**src/rtl/bcd_display_scanner_if.sv**
```systemverilog
// Pin-level bundle between the BCD counter / board display and the scanner.
interface bcd_display_scanner_if;
  logic       Load;
  logic [4:0] BCD3;
  logic [4:0] BCD2;
  logic [4:0] BCD1;
  logic [4:0] BCD0;
  logic       Blank_Lead;
  logic       Blink;
  logic [6:0] Seg;
  logic       DP;
  logic [3:0] Anode;
  logic       Frame_Done;
  logic       Invalid;

  modport master (
    output Load, BCD3, BCD2, BCD1, BCD0, Blank_Lead, Blink,
    input  Seg, DP, Anode, Frame_Done, Invalid
  );

  modport slave (
    input  Load, BCD3, BCD2, BCD1, BCD0, Blank_Lead, Blink,
    output Seg, DP, Anode, Frame_Done, Invalid
  );
endinterface

```
**src/rtl/bcd_display_scanner.sv**
```systemverilog
// Time-multiplexed 4-digit seven-segment driver: snapshots BCD digits on Load,
// scans one digit per refresh slot with leading guard cycles, and supports
// leading-zero blanking, a fixed decimal point, invalid flagging and blinking.
module bcd_display_scanner #(
  parameter int unsigned REFRESH_DIV = 50000,
  parameter int unsigned GUARD       = 2,
  parameter int unsigned BLINK_DIV   = 64,
  parameter int unsigned DP_POS      = 3,
  parameter bit          ACTIVE_LOW  = 1
) (
  input logic                  Clock,
  input logic                  Reset,
  bcd_display_scanner_if.slave bus
);

  localparam int unsigned CNT_W = (REFRESH_DIV > 1) ? $clog2(REFRESH_DIV) : 1;
  localparam int unsigned BLK_W = (BLINK_DIV > 1) ? $clog2(BLINK_DIV) : 1;

  localparam logic [CNT_W-1:0] CNT_LAST  = CNT_W'(REFRESH_DIV - 1);
  localparam logic [CNT_W-1:0] CNT_GUARD = CNT_W'(GUARD);
  localparam logic [BLK_W-1:0] BLK_LAST  = BLK_W'(BLINK_DIV - 1);
  localparam logic [1:0]       DP_IDX    = 2'(DP_POS);

  localparam logic [6:0] SEG_OFF = {7{ACTIVE_LOW}};
  localparam logic [3:0] AN_OFF  = {4{ACTIVE_LOW}};
  localparam logic       DP_OFF  = ACTIVE_LOW;

  typedef enum logic {PH_ON, PH_OFF} phase_t;

  logic [3:0][4:0]  snap_q, snap_d;
  logic             invalid_q, invalid_d;
  logic [CNT_W-1:0] cnt_q, cnt_d;
  logic [1:0]       idx_q, idx_d;
  logic [BLK_W-1:0] blk_q, blk_d;
  phase_t           phase_q, phase_d;
  logic             frame_done_q, frame_done_d;
  logic [6:0]       seg_q, seg_d;
  logic             dp_q, dp_d;
  logic [3:0]       anode_q, anode_d;

  // Active-high {g,f,e,d,c,b,a} pattern; anything above 9 shows "E".
  function automatic logic [6:0] seg_map(input logic [4:0] d);
    case (d)
      5'd0:    seg_map = 7'h3F;
      5'd1:    seg_map = 7'h06;
      5'd2:    seg_map = 7'h5B;
      5'd3:    seg_map = 7'h4F;
      5'd4:    seg_map = 7'h66;
      5'd5:    seg_map = 7'h6D;
      5'd6:    seg_map = 7'h7D;
      5'd7:    seg_map = 7'h07;
      5'd8:    seg_map = 7'h7F;
      5'd9:    seg_map = 7'h6F;
      default: seg_map = 7'h79;
    endcase
  endfunction

  // Next-state logic for snapshot, scan position, blink and registered pins.
  always_comb begin
    logic       last_slot;
    logic       anode_on;
    logic       lead_blank;
    logic [6:0] seg_raw;
    logic [3:0] an_raw;
    logic       dp_raw;

    snap_d    = snap_q;
    invalid_d = invalid_q;
    if (bus.Load) begin
      snap_d    = {bus.BCD3, bus.BCD2, bus.BCD1, bus.BCD0};
      invalid_d = 1'b0;
      for (int unsigned i = 0; i < 4; i++) begin
        if (snap_d[i] > 5'd9) invalid_d = 1'b1;
      end
    end

    last_slot    = (cnt_q == CNT_LAST);
    cnt_d        = last_slot ? '0 : cnt_q + 1'b1;
    idx_d        = last_slot ? idx_q + 2'd1 : idx_q;
    frame_done_d = last_slot && (idx_q == 2'd3);

    blk_d   = blk_q;
    phase_d = phase_q;
    if (!bus.Blink) begin
      blk_d   = '0;
      phase_d = PH_ON;
    end else if (frame_done_q) begin
      if (blk_q == BLK_LAST) begin
        blk_d   = '0;
        phase_d = (phase_q == PH_ON) ? PH_OFF : PH_ON;
      end else begin
        blk_d = blk_q + 1'b1;
      end
    end

    // A digit is blanked when it and every more-significant digit are zero.
    lead_blank = bus.Blank_Lead && (idx_q != 2'd0);
    for (int unsigned j = 0; j < 4; j++) begin
      if ((j >= 32'(idx_q)) && (snap_q[j] != 5'd0)) lead_blank = 1'b0;
    end

    anode_on = (cnt_q >= CNT_GUARD) && ((phase_q == PH_ON) || !bus.Blink);
    an_raw   = anode_on ? (4'b0001 << idx_q) : 4'b0000;
    dp_raw   = anode_on && (idx_q == DP_IDX);
    seg_raw  = (anode_on && !lead_blank) ? seg_map(snap_q[idx_q]) : 7'h00;

    seg_d   = ACTIVE_LOW ? ~seg_raw : seg_raw;
    anode_d = ACTIVE_LOW ? ~an_raw  : an_raw;
    dp_d    = ACTIVE_LOW ? ~dp_raw  : dp_raw;
  end

  // State and output registers with synchronous reset.
  always_ff @(posedge Clock) begin
    if (Reset) begin
      snap_q       <= '0;
      invalid_q    <= 1'b0;
      cnt_q        <= '0;
      idx_q        <= '0;
      blk_q        <= '0;
      phase_q      <= PH_ON;
      frame_done_q <= 1'b0;
      seg_q        <= SEG_OFF;
      dp_q         <= DP_OFF;
      anode_q      <= AN_OFF;
    end else begin
      snap_q       <= snap_d;
      invalid_q    <= invalid_d;
      cnt_q        <= cnt_d;
      idx_q        <= idx_d;
      blk_q        <= blk_d;
      phase_q      <= phase_d;
      frame_done_q <= frame_done_d;
      seg_q        <= seg_d;
      dp_q         <= dp_d;
      anode_q      <= anode_d;
    end
  end

  assign bus.Seg        = seg_q;
  assign bus.DP         = dp_q;
  assign bus.Anode      = anode_q;
  assign bus.Frame_Done = frame_done_q;
  assign bus.Invalid    = invalid_q;

endmodule

```
**src/flat_wrapper.sv**
```systemverilog
// flat-port wrapper written by rule: the top's interface ports become plain ports
module bcd_display_scanner_flat 
#(
  parameter int unsigned REFRESH_DIV = 50000,
  parameter int unsigned GUARD       = 2,
  parameter int unsigned BLINK_DIV   = 64,
  parameter int unsigned DP_POS      = 3,
  parameter bit          ACTIVE_LOW  = 1
)
  (Clock, Reset, bus_Load, bus_BCD3, bus_BCD2, bus_BCD1, bus_BCD0, bus_Blank_Lead, bus_Blink, bus_Seg, bus_DP, bus_Anode, bus_Frame_Done, bus_Invalid);
  bcd_display_scanner_if bus_i ();
  input logic Clock;
  input logic Reset;
  input wire logic [$bits(bus_i.Load)-1:0] bus_Load;
  input wire logic [$bits(bus_i.BCD3)-1:0] bus_BCD3;
  input wire logic [$bits(bus_i.BCD2)-1:0] bus_BCD2;
  input wire logic [$bits(bus_i.BCD1)-1:0] bus_BCD1;
  input wire logic [$bits(bus_i.BCD0)-1:0] bus_BCD0;
  input wire logic [$bits(bus_i.Blank_Lead)-1:0] bus_Blank_Lead;
  input wire logic [$bits(bus_i.Blink)-1:0] bus_Blink;
  output wire logic [$bits(bus_i.Seg)-1:0] bus_Seg;
  output wire logic [$bits(bus_i.DP)-1:0] bus_DP;
  output wire logic [$bits(bus_i.Anode)-1:0] bus_Anode;
  output wire logic [$bits(bus_i.Frame_Done)-1:0] bus_Frame_Done;
  output wire logic [$bits(bus_i.Invalid)-1:0] bus_Invalid;
  assign bus_i.Load = bus_Load;
  assign bus_i.BCD3 = bus_BCD3;
  assign bus_i.BCD2 = bus_BCD2;
  assign bus_i.BCD1 = bus_BCD1;
  assign bus_i.BCD0 = bus_BCD0;
  assign bus_i.Blank_Lead = bus_Blank_Lead;
  assign bus_i.Blink = bus_Blink;
  assign bus_Seg = bus_i.Seg;
  assign bus_DP = bus_i.DP;
  assign bus_Anode = bus_i.Anode;
  assign bus_Frame_Done = bus_i.Frame_Done;
  assign bus_Invalid = bus_i.Invalid;
  bcd_display_scanner #(.REFRESH_DIV(REFRESH_DIV), .GUARD(GUARD), .BLINK_DIV(BLINK_DIV), .DP_POS(DP_POS), .ACTIVE_LOW(ACTIVE_LOW)) u_core (.Clock(Clock), .Reset(Reset), .bus(bus_i));
endmodule
```
**config.mk**
```make
export PLATFORM = sky130hd
export DESIGN_NAME = bcd_display_scanner_flat
export DESIGN_NICKNAME = d
export VERILOG_FILES = /design/src/rtl/bcd_display_scanner_if.sv /design/src/rtl/bcd_display_scanner.sv /design/src/flat_wrapper.sv
export SDC_FILE = /design/constraint.sdc
export NUM_CORES = 1
export LEC_CHECK = 0
export ABC_AREA = 0
export CELL_PAD_IN_SITES_DETAIL_PLACEMENT = 1
export CELL_PAD_IN_SITES_GLOBAL_PLACEMENT = 2
export CORE_ASPECT_RATIO = 1.5
export CORE_MARGIN = 2
export CORE_UTILIZATION = 30
export DETAILED_ROUTE_END_ITERATION = 6
export PLACE_DENSITY = 0.79
export SLEW_MARGIN = 20
export SYNTH_ARGS = -nofsm -noshare
export SYNTH_HDL_FRONTEND = slang
export SYNTH_SLANG_ARGS = --single-unit
```
**constraint.sdc**
```tcl
create_clock -name Clock -period 1.9 [get_ports Clock]
set_input_delay 0.285 -clock Clock [delete_from_list [all_inputs] [get_ports Clock]]
set_output_delay 0.285 -clock Clock [all_outputs]
set_load 0.03 [all_outputs]
```
# Word-level counts from Yosys, hierarchy flattened
# Memories as Yosys holds them, arrays and structs flattened.
# Cells that the tools add are included.
# classes
bitwise	5
n_addsub	3
multipliers	0
eq_ne	3
order_cmp	9
shifts	1
n_mux	15
div	0
reduce_logical	19
# op_table
operator	count
$gt 5x4->1 const B	4
$reduce_bool 5->1	4
$add 16x1->16 const B	1
$eq 16x16->1 const B	1
$ge 16x2->1 const B	1
$mux 7	2
$bmux 5 s2	1
$mux 1	9
$logic_and 1x1->1	8
$not 7->7	1
$add 6x1->6 const B	1
$eq 6x6->1 const B	1
$mux 6	1
$mux 5	1
$ge 1x2->1 const A	2
$mux 4	1
$not 4->4	1
$reduce_or 2->1	2
$shl 1x2->4 const A	1
$lt 2x3->1 const B	1
$not 1->1	3
$add 2x1->2 const B	1
$eq 2x2->1 const B	1
$ge 2x2->1 const A	1
4 further kinds	5
# totals
romBits	112
reg_bits	59
latchBits	0
ram_bits	0
memories	1
# memory_table
name	words	word_bits	read_ports	rd_clocked_by_memory_dff	write_ports	line_no	rtl
(no name shown)	16	7	1	0	0	bcd_display_scanner.sv:43	case (d)

# Longest topological paths before layout
# logic_depth
depth_word	10
ltp_mapped	7

# Least setup slack after synthesis
# No wires, ideal clock.
# synth_path
path_kind	register -> register
startpoint	reg u_core.idx_q[0]
endpoint	reg u_core.seg_q[1] (netlist: u_core.bus.Seg[1])
t_arrival_ns	1.694
stages_incl_launch_ff	7
t_required_ns	1.772
setup_slack_ns	0.078
cell_sequence	dfxtp_1 -> clkbuf_2 -> mux4_1 -> inv_1 -> ha_1 -> a21oi_1 -> nand3_1
# synth_via
elab_chain_cells	10
elab_cells_between_ends	20
cone_classes	3 x order compare; 8 x mux; 1 x bitwise; 7 x reduce/logical; 1 x memory
# synth_rtl
item	line_no	rtl
start, declared	bcd_display_scanner.sv:33	logic [1:0] idx_q, idx_d;
start signal, assigned	bcd_display_scanner.sv:129	idx_q <= idx_d;
branches (longest 8 deep; another with $mem_v2 16x7)	n/a	
$mux 7 (*)	bcd_display_scanner.sv:105	seg_raw = (anode_on && !lead_blank) ? seg_map(snap_q[idx_q]) : 7'h00;
$not 7->7 (*)	bcd_display_scanner.sv:107	seg_d = ACTIVE_LOW ? ~seg_raw : seg_raw;
end signal, assigned	bcd_display_scanner.sv:133	seg_q <= seg_d;
end, declared	bcd_display_scanner.sv:37	logic [6:0] seg_q, seg_d;
# Mark *: on every way between the ends. The select of a mux whose other input is x is not followed.
# A chain may end at the register's enable or synchronous reset.

# Final worst setup path
# layout_path
startpoint	reg u_core.cnt_q[11]
endpoint	reg u_core.cnt_q[12]
# layout_via
elab_chain_cells	2
elab_cells_between_ends	3
cone_classes	1 x add/sub; 1 x eq/ne; 1 x reduce/logical
# layout_rtl
item	line_no	rtl
start, declared	bcd_display_scanner.sv:32	logic [CNT_W-1:0] cnt_q, cnt_d;
start signal, assigned	bcd_display_scanner.sv:128	cnt_q <= cnt_d;
branches (longest 2 deep; another with $add 16x1->16)	n/a	
# Parallel ways; which one is timed is not known.

==> results.cfg <==
[status]
status = finished, final reports clean

[job]
max_cap_violations = 0

[worst_setup_path]
crit_path_start_kind = flop
crit_chain = nor4_1, nand2_1, or4_4, nand2b_4, nor2_1
worst_path_max_delay_cell = or4_4
reg2regPathDepth = 5
crit_required_ps = 2110
crit_type = reg -> reg
worst-path-max-fanout = 15
slowest_delay_ps = 600
crit_family = simple AND/OR/NAND/NOR gates
cp.arrival_ps = 1950
crit_buf_inv = 0
cp-end-kind = flop
cp.depth = 5

[clock_network]
clkLatencyLatePin_ps = 320
root_buffer = clkbuf_16
clock_sinks = 58
htree_levels = 3
cts_tree = yes
cts-buffers-inserted = 9
cts.clk_slew.worst_paths_ps = 50
cts_hold_buf = 0
clock_path_buffers = 2

[grt]
first_global_vias = 2021
grt.overflow.total = 0
grt_busiest_layer = met2
grt_usage_pct = 13.7
grtUsageMet3_pct = 3.30
grt_pass1_wl_mm = 9.91
grt_use_met1_pct = 15.7
grt_max_degree = 27
antenna_found_initial = 0
use_met2_pct = 22.4

[placement]
port_buffers = 38
dpl.hpwl_mm = 4.42
place.gp.congestion = 0.800

[finish]
areaGrowthSynthToFinish_pct = 30.2
fin_nets = 353
post-route-util_pct = 40.2
nFillCells = 984
drive_above_1_share_pct = 10.0
final-seq-area_um2 = 1160
antenna_cells = 0
multi_input_area_um2 = 1340

[synthesis]
synthCells = 271
synth-seq-area-share_pct = 44.7
syn_avg_cell_area_um2 = 9.58
yosys.area.top_type = dfxtp_1
synthesis.nets = 309
yosysUniqueCellTypes = 36
netlist_area_um2 = 2600
ys_warn_count = 0
synth_area_leaders = dfxtp_1 (45%), mux2i_1 (9.6%), nor2_1 (8.2%)
synth_top_area_share_pct = 44.7
ys_seq_elements = 58

[floorplan]
die_h_um = 118
fp.dieArea_um2 = 9430
start_util_pct = 30.9
ioPinCount = 39
placementRows = 41
die_width_um = 80.0
core_area_um2 = 8410

[sta]
clock_skew_ps = 4.45
fin_setup_tns_ps = 0
fin_crit_sh_pct = 91.9
slew_headroom_pct = 76.6
rsz0062_at_grt = false
fmax_ghz = 0.573
drv_slew = 0
worst-slew-pin-transition_ps = 347
finalCriticalPeriod_ps = 1750
setup_violations = 0
finalHoldViolCount = 0

[power_and_ir_drop]
leakage_nw = 1.37
ir_drop_mv = 0.505
power_frac_seq_pct = 41.8
powerDensity_nw_per_um2 = 923
p_int_w = 0.00241
p_switching_w = 0.000710
p_clk_share_pct = 48.1
p_comb_share_pct = 10.2
swShare_pct = 22.8

[route]
num_vias = 2017
ant_nets = 0
viasPerCell = 4.72
drt_iter0_drc = 44
drc = 0
wirelength_mm = 5.93
drt-wirelength-per-cell_um = 13.9
first_pass_iters = 4

[hold_path]
hold_class = reg -> reg
whs_path_depth = 1
==> placed cells by master, fill, tap and decap left out, drive strengths merged, types with 2 or more instances in the layout <==
cell type	netlist	final
dfxtp	58	58
nor2	57	57
clkdlybuf4s50	0	38
mux2i	25	25
nand2	14	14
clkbuf	5	14
ha	13	13
xnor2	11	11
o21ai	10	10
xor2	10	10
and3	9	9
nand3	8	8
a21oi	8	8
buf	6	6
inv	5	5
nor3	5	5
mux4	4	4
nor4	4	4
nand4	4	4
o21a	2	2
or2	2	2
clkinv	0	2
or4	2	2
nand2b	2	2
==> registers in the layout, summed over array words and instances, names as in the netlist <==
signal                 count
u_core.bus.Seg             7
u_core.idx_q               2
u_core.snap_q             20
u_core.cnt_q              16
u_core.bus.Anode           4
u_core.bus.Invalid         1
u_core.bus.Frame_Done      1
u_core.phase_q             1
u_core.blk_q               6
==> area by class of cell <==
class                   instances  share of cell area (%)
repair buffers                 44                    13.0
multi-input cells             197                    39.7
flip-flops and latches         58                    34.4
inverters                       5                   0.555
well taps                     107                    3.96
clock buffers                  14                    8.11
clock inverters                 2                   0.296
==> cell usage after synthesis, drive strengths merged <==
| master | instances |
|---|---|
| nand4 | 4 |
| and4 | 1 |
| o21a | 2 |
| nand3 | 8 |
| o22ai | 1 |
| mux4 | 4 |
| clkbuf | 5 |
| a211oi | 1 |
| nor3 | 5 |
| o21ai | 10 |
| inv | 5 |
| and4b | 1 |
| mux2i | 25 |
| buf | 6 |
| a21oi | 8 |
| and3 | 9 |
| nor4 | 4 |
| nand2 | 14 |
| or4 | 2 |
| xnor2 | 11 |
| nand2b | 2 |
| mux2 | 1 |
| or2 | 2 |
| nor2 | 57 |
| nor4b | 1 |
| dfxtp | 58 |
| ha | 13 |
| and2 | 1 |
| xor2 | 10 |
==> power groups by stage <==
stage	sequential (W)	clock (W)	combinational [W]
floorplan	0.00136	0	0.000144
global placement	0.00132	0	0.000314
detailed placement	0.00133	0	0.000320
CTS	0.00130	0.00155	0.000322
global route	0.00130	0.00160	0.000350
finish	0.00130	0.00150	0.000317
==> stage by stage <==
| step | std cells | setup slack [ps] | cell area (µm²) | power, W | hold slack [ps] |
|---|---|---|---|---|---|
| 5_1_grt | 427 | 35.5 | 3380 | 0.00326 | 481 |
| 3_5_place_dp | 411 | 31.8 | 3110 | 0.00165 | 445 |
| 4_1_cts | 427 | 5.88 | 3390 | 0.00317 | 471 |
| 2_1_floorplan | 271 | 78.4 | 2600 | 0.00150 | 426 |
| 3_3_place_gp | 411 | 42.8 | 3110 | 0.00164 | 435 |
| 6_report | 427 | 154 | 3380 | 0.00312 | 469 |
==> cell families after synthesis <==
group           count (synthesis)  share of synthesized area [%]
compound gates                 22                           4.58
xor+xnor                       21                           7.08
fa+ha+maj                      13                           6.27
buf+inv                        16                           3.04
flops                          58                           44.7
mux                            30                           14.1
simple gates                  111                           20.2
==> path summary, 6_finish.rpt <==
check | to | slack, ps | start
hold / removal | u_core.cnt_q[0]$_SDFF_PP0_ | 470 | u_core.cnt_q[0]$_SDFF_PP0_
setup / recovery | u_core.cnt_q[12]$_SDFF_PP0_ | 150 | u_core.cnt_q[11]$_SDFF_PP0_
hold reg to reg | u_core.cnt_q[0]$_SDFF_PP0_ | 470 | u_core.cnt_q[0]$_SDFF_PP0_
setup reg to reg | u_core.cnt_q[12]$_SDFF_PP0_ | 150 | u_core.cnt_q[11]$_SDFF_PP0_
==> worst register-to-register path, delay by kind of cell (launching register included) <==
family           cells  cell delay (ps)
flip-flops           1              320
AND/OR/NAND/NOR      5             1300
==> layer usage <==
layer / part of all wire [%] / wire [µm]
met1: 43 / 2540
met2: 52 / 3060
met3: 2.9 / 173
met4: 2.6 / 153
met5: 0 / 0
==> what timing repair did <==
| action | 4_1_cts | 5_1_grt |
|---|---|---|
| buffers inserted | 0 | 0 |
| endpoints found under the setup margin | 0 | 6 |
| gates resized for setup | 0 | 6 |
No activity file was read; power rests on OpenSTA's default activity.
